<file path="src/rtl/cache_ctrl_assoc.sv">
// Set-associative write-back / write-allocate L1 cache controller, one CPU request in flight.
// Latency: hit -> done the cycle after accept; miss -> 2 cycles plus memory wait per transfer.
// Backpressure: ready is high only in IDLE; memory side holds mem_req until mem_ack.
module cache_ctrl_assoc #(
  parameter int ADDR_W = 32,
  parameter int DATA_W = 32,
  parameter int SETS   = 4,
  parameter int WAYS   = 2,
  parameter int CNT_W  = 8
) (
  input  logic              clk,
  input  logic              reset,
  input  logic [ADDR_W-1:0] address,
  input  logic [DATA_W-1:0] data_in,
  input  logic              read_en,
  input  logic              write_en,
  output logic              ready,
  output logic              done,
  output logic [DATA_W-1:0] data_out,
  output logic              hit_flag,
  output logic [CNT_W-1:0]  hit_count,
  output logic [CNT_W-1:0]  miss_count,
  output logic              mem_req,
  output logic              mem_we,
  output logic [ADDR_W-1:0] mem_addr,
  output logic [DATA_W-1:0] mem_wdata,
  input  logic              mem_ack,
  input  logic [DATA_W-1:0] mem_rdata
);

  localparam int IDX_W  = $clog2(SETS);
  localparam int LINE_W = ADDR_W - 2;
  localparam int TAG_W  = LINE_W - IDX_W;

  typedef enum logic [2:0] {
    S_IDLE, S_LOOKUP, S_WRITEBACK, S_FILL, S_RESP
  } state_t;

  state_t state_q, state_d;

  // Accepted request; the byte-offset bits of the address carry no information.
  logic [LINE_W-1:0] req_line_q;
  logic [DATA_W-1:0] req_data_q;
  logic              req_we_q;
  logic              unused_addr_lsb;
  assign unused_addr_lsb = ^address[1:0];

  // Line state. Tag/data storage is not reset; valid gates every use of it.
  logic              valid_q [WAYS][SETS];
  logic              dirty_q [WAYS][SETS];
  logic [TAG_W-1:0]  tag_q   [WAYS][SETS];
  logic [DATA_W-1:0] data_q  [WAYS][SETS];
  logic              lru_q   [SETS];

  logic              victim_q;
  logic [DATA_W-1:0] fill_word_q;
  logic [DATA_W-1:0] data_out_q;
  logic              hit_flag_q;

  logic [IDX_W-1:0]  idx;
  logic [TAG_W-1:0]  req_tag;
  logic              hit;
  logic              hit_way;
  logic              victim;
  logic [DATA_W-1:0] fill_val;

  assign idx      = req_line_q[IDX_W-1:0];
  assign req_tag  = req_line_q[LINE_W-1:IDX_W];
  assign fill_val = req_we_q ? req_data_q : mem_rdata;

  // Tag match across the ways of the indexed set, and victim choice (lowest invalid way, else LRU).
  always_comb begin
    hit     = 1'b0;
    hit_way = 1'b0;
    for (int w = 0; w < WAYS; w++) begin
      if (valid_q[w][idx] && (tag_q[w][idx] == req_tag)) begin
        hit     = 1'b1;
        hit_way = w[0];
      end
    end
    victim = (WAYS == 1) ? 1'b0 : lru_q[idx];
    for (int w = WAYS - 1; w >= 0; w--) begin
      if (!valid_q[w][idx]) victim = w[0];
    end
  end

  // Next-state and all control outputs; response data is presented combinationally on done, then held.
  always_comb begin
    state_d   = state_q;
    ready     = 1'b0;
    done      = 1'b0;
    data_out  = data_out_q;
    hit_flag  = hit_flag_q;
    mem_req   = 1'b0;
    mem_we    = 1'b0;
    mem_addr  = '0;
    mem_wdata = '0;
    case (state_q)
      S_IDLE: begin
        ready = 1'b1;
        if (read_en || write_en) state_d = S_LOOKUP;
      end
      S_LOOKUP: begin
        if (hit) begin
          done     = 1'b1;
          hit_flag = 1'b1;
          data_out = req_we_q ? req_data_q : data_q[hit_way][idx];
          state_d  = S_IDLE;
        end else if (valid_q[victim][idx] && dirty_q[victim][idx]) begin
          state_d = S_WRITEBACK;
        end else begin
          state_d = S_FILL;
        end
      end
      S_WRITEBACK: begin
        mem_req   = 1'b1;
        mem_we    = 1'b1;
        mem_addr  = {tag_q[victim_q][idx], idx, 2'b00};
        mem_wdata = data_q[victim_q][idx];
        if (mem_ack) state_d = S_FILL;
      end
      S_FILL: begin
        mem_req  = 1'b1;
        mem_addr = {req_tag, idx, 2'b00};
        if (mem_ack) state_d = S_RESP;
      end
      S_RESP: begin
        done     = 1'b1;
        hit_flag = 1'b0;
        data_out = fill_word_q;
        state_d  = S_IDLE;
      end
      default: state_d = S_IDLE;
    endcase
  end

  // State register, request capture, counters, and valid/dirty/LRU bookkeeping.
  always_ff @(posedge clk) begin
    if (reset) begin
      state_q     <= S_IDLE;
      req_line_q  <= '0;
      req_data_q  <= '0;
      req_we_q    <= 1'b0;
      victim_q    <= 1'b0;
      fill_word_q <= '0;
      data_out_q  <= '0;
      hit_flag_q  <= 1'b0;
      hit_count   <= '0;
      miss_count  <= '0;
      for (int s = 0; s < SETS; s++) begin
        lru_q[s] <= 1'b0;
        for (int w = 0; w < WAYS; w++) begin
          valid_q[w][s] <= 1'b0;
          dirty_q[w][s] <= 1'b0;
        end
      end
    end else begin
      state_q <= state_d;
      if (state_q == S_IDLE && (read_en || write_en)) begin
        req_line_q <= address[ADDR_W-1:2];
        req_data_q <= data_in;
        req_we_q   <= write_en;
      end
      if (done) begin
        data_out_q <= data_out;
        hit_flag_q <= hit_flag;
      end
      case (state_q)
        S_LOOKUP: begin
          if (hit) begin
            if (hit_count != '1) hit_count <= hit_count + 1'b1;
            lru_q[idx] <= ~hit_way;
            if (req_we_q) dirty_q[hit_way][idx] <= 1'b1;
          end else begin
            if (miss_count != '1) miss_count <= miss_count + 1'b1;
            victim_q <= victim;
          end
        end
        S_FILL: begin
          if (mem_ack) begin
            valid_q[victim_q][idx] <= 1'b1;
            dirty_q[victim_q][idx] <= req_we_q;
            fill_word_q            <= fill_val;
          end
        end
        S_RESP: lru_q[idx] <= ~victim_q;
        default: ;
      endcase
    end
  end

  // Tag and data storage: write hits update the word, fills install tag and word.
  always_ff @(posedge clk) begin
    if (!reset && state_q == S_LOOKUP && hit && req_we_q) begin
      data_q[hit_way][idx] <= req_data_q;
    end
    if (!reset && state_q == S_FILL && mem_ack) begin
      tag_q[victim_q][idx]  <= req_tag;
      data_q[victim_q][idx] <= fill_val;
    end
  end

endmodule

</file>
<file path="config.mk">
export PLATFORM = sky130hd
export DESIGN_NAME = cache_ctrl_assoc
export DESIGN_NICKNAME = d
export VERILOG_FILES = /design/src/rtl/cache_ctrl_assoc.sv
export SDC_FILE = /design/constraint.sdc
export NUM_CORES = 1
export LEC_CHECK = 0
export CORE_ASPECT_RATIO = 1.25
export CORE_MARGIN = 4
export CORE_UTILIZATION = 55
export CTS_CLUSTER_DIAMETER = 150
export DETAILED_ROUTE_END_ITERATION = 12
export GPL_ROUTABILITY_DRIVEN = 0
export PLACE_DENSITY = 0.76
export SYNTH_ARGS = -nofsm -noshare
export SYNTH_HDL_FRONTEND = slang
export SYNTH_SLANG_ARGS = --single-unit
export TNS_END_PERCENT = 20
</file>
<file path="constraint.sdc">
create_clock -name clk -period 6 [get_ports clk]
set_clock_uncertainty 0.2 [all_clocks]
set_input_delay 1.2 -clock clk [delete_from_list [all_inputs] [get_ports clk]]
set_output_delay 1.2 -clock clk [all_outputs]
set_load 0.01 [all_outputs]
</file>
==> summary.txt <==
Die
  – # IOs: 218
  – Die X: 217 µm
  – Die ar.: 58400 µm²
  – Core area: 54000 µm²
  – Rows: 95
  – Initial core utilization: 55.6%
  – Die Ht: 269 µm

Timing
  – Max Freq: 167 MHz
  – Post-route clock period utilization: 99.7%
  – Post-route minimum period: 5980 ps
  – Final Hold Vio Count: 0
  – Slew headroom: 24.4%
  – Final Setup Violations: 0
  – RSZ-0062 raised after global routing: yes
  – Final Worst Setup Slack: 17.0 ps
  – Worst slew pin tran: 1130 ps
  – Final Slew Violations: 0

Yosys
  – Main synth FF type: edfxtp_1
  – Synth area leader: edfxtp_1
  – Synth top area share: 49.2%
  – Synthesis Warnings: 0
  – Yosys reg bits: 651
  – Synthesized area: 30000 µm²
  – Yosys cell types: 75
  – Top-count cell post-synth: edfxtp_1
  – Seq/Total Area, Yosys: 59.8%
  – Async S/R FF share, synth: 0%
  – Syn avg cell area: 13.7 µm²
  – Post-synth top cells: edfxtp_1 (492), nand2_1 (316), mux4_2 (179), dfxtp_1 (159), a21oi_1 (140)
  – Post-synth EDFFs: 492
  – Syn Inst Count: 2196
  – Ranking of synthesized cells by area: edfxtp_1 (49%), mux4_2 (13%), dfxtp_1 (11%)

Power and ir drop
  – Peak VDD IR: 277 µV
  – Total power: 10.9 mW
  – Power Dens Cells: 303 nW/µm²
  – Pleak: 11.9 nW

Drt
  – WL/cell: 26.6 µm
  – Met1 wire length: 30.2 mm
  – Remaining antenna violation count after routing: 0
  – Top Layer Used: met5
  – DRT Wirelength: 84.9 mm
  – DR iter-0 viols: 2351
  – DR WL met3: 8.30 mm
  – DR pass1 iterations: 5
  – Routed via count: 20.8k
  – DR WL met2: 42.6 mm
  – Vias per cell: 6.51
  – DRC viols: 0

Layout
  – NumNets Final: 2514
  – Reg area: 18000 µm²
  – Fill count: 3816
  – Share of cells above drive strength 1: 21.1%
  – Syn-to-layout area delta: 20.0%
  – Multi-input logic area: 11500 µm²
  – Layout Cells excl Fill: 3193
  – Fin util: 66.8%

Placed design
  – I/O Buffers: 213
  – Post-DP HPWL: 51.1 mm
  – Placement Setup Slack: 309 ps
  – DP Cell Count: 3052

Critical path
  – Crit end category: output port
  – Startpoint types: flip-flop
  – Crit Path Max Fanout: 17
  – Critical path arrival: 4580 ps
  – Crit path kind: flip-flop to output port
  – Crit path required time: 4600 ps

Outcome
  – Status: completed

Global route
  – Vias in the first global route: 21.1k
  – Initial antenna violation count: 4
  – GRT Residual Overflow: 0
  – First-pass GRT wire length: 127 mm
  – Largest net degree at the start of global routing: 70
  – GRT Total Usage: 28.4%

Clock tree
  – # H-tree levels: 2
  – Clock Latency Late Sink: 640 ps
  – Clk root buf: clkbuf_16
  – CTS tree: built
  – CTS sink cnt: 651
  – Hold bufs inserted after CTS: 0
  – Cts bufs inserted: 61
  – Worst-path clk slew: 60 ps
  – Clock Tree Buf Depth: 3

Worst hold path
  – Hold crit path type: flip-flop to flip-flop

Flow run
  – Number of max-cap violations: 0
## power breakdown
part           internal, mW  switching [mW]
clock                  2.61            1.73
sequential             4.98           0.133
combinational         0.637           0.843
## registers in the layout, summed over array words and instances, names as in the netlist, named ones only
| signal | flops |
|---|---|
| state_q | 3 |
| hit_flag_q | 1 |
| req_we_q | 1 |
| data_out_q | 32 |
| hit_count | 8 |
| dirty_q | 8 |
| tag_q | 224 |
| victim_q | 1 |
| data_q | 256 |
| req_data_q | 32 |
| miss_count | 8 |
| lru_q | 4 |
| valid_q | 8 |
| fill_word_q | 32 |
| req_line_q | 30 |
## kinds of logic after synthesis
kind of cell	share of synthesized area, %
flops	59.8
buf+inv	2.78
xor+xnor	1.36
simple gates	8.13
other cells	0.0125
fa+ha+maj	0.0833
mux	18.4
compound gates	9.47
## worst max-delay path: stages, from the launching register on
cell and delay (ps):
dfxtp_4 490, buf_12 190, buf_4 120, mux4_2 530, xnor2_1 260, nand4_1 180, nor4b_2 270, buf_4 190
and4_4 330, clkbuf_16 250, a21boi_0 120, o221a_1 250, or2_1 280, clkdlybuf4s50_1 510
## metrics by stage
stage | TNS, ps | instance area [µm²] | hold slack [ps]
2_1_floorplan | 0 | 30000 | 221
3_3_place_gp | 0 | 33300 | 227
3_5_place_dp | 0 | 33300 | 240
4_1_cts | 0 | 35700 | 253
5_1_grt | -1280 | 36000 | 271
6_report | 0 | 36000 | 252
## worst paths after layout
check,from,endpoint,slack [ps],cells past startpoint
max,req_line_q[0],data_out[6],20,13
min,valid_q[1][3],valid_q[1][3],250,1
max reg2reg,req_line_q[0],data_q[0][40],1250,11
min reg2reg,valid_q[1][3],valid_q[1][3],250,1
## layout by cell type (no fill, tap or decap), types with 7 or more instances in the layout
cell type | Yosys | final
a21oi_1 | 140 | 140
bufinv_16 | 0 | 14
buf_12 | 0 | 23
xnor2_2 | 2 | 8
buf_4 | 7 | 79
o21a_1 | 34 | 33
dfxtp_1 | 159 | 154
xnor2_1 | 41 | 34
nand3_1 | 13 | 12
edfxtp_1 | 492 | 492
clkbuf_16 | 0 | 64
clkdlybuf4s50_1 | 0 | 199
o221a_2 | 28 | 28
o21ai_0 | 94 | 94
clkbuf_8 | 0 | 7
dlymetal6s2s_1 | 0 | 13
mux2i_1 | 104 | 104
inv_1 | 13 | 11
clkinv_2 | 0 | 12
clkinvlp_4 | 0 | 10
mux2_2 | 39 | 39
nand2b_1 | 11 | 11
a211oi_1 | 43 | 43
nand4_1 | 20 | 20
or2_1 | 33 | 32
nor2_1 | 109 | 94
nand2_1 | 316 | 316
nor3_1 | 11 | 7
a21boi_0 | 34 | 34
a21o_1 | 9 | 9
mux4_2 | 179 | 179
nor2_4 | 0 | 9
## layout make-up
class	count	area share [%]
Antenna cell	2	0.0139
Clock buffer	72	4.66
Clock inverter	44	1.69
Inverter	15	0.156
Multi-Input combinational cell	1360	31.8
Sequential cell	651	49.9
Tap cell	727	2.52
Timing Repair Buffer	322	9.25
## repair_timing
action	CTS	global route
gates cloned	1	1
endpoints found under the setup margin	33	33
resized for setup	6	35
setup buffers	7	14
pin swaps	1	5
## per-layer routing
layer | vias to the layer above | GRT usage, %
li1 | 8851 | -
met1 | 10400 | 36.6
met2 | 1303 | 48.0
met3 | 223 | 4.65
met4 | 4 | 11.7
met5 | - | 0
No activity file was read; power rests on OpenSTA's default activity.
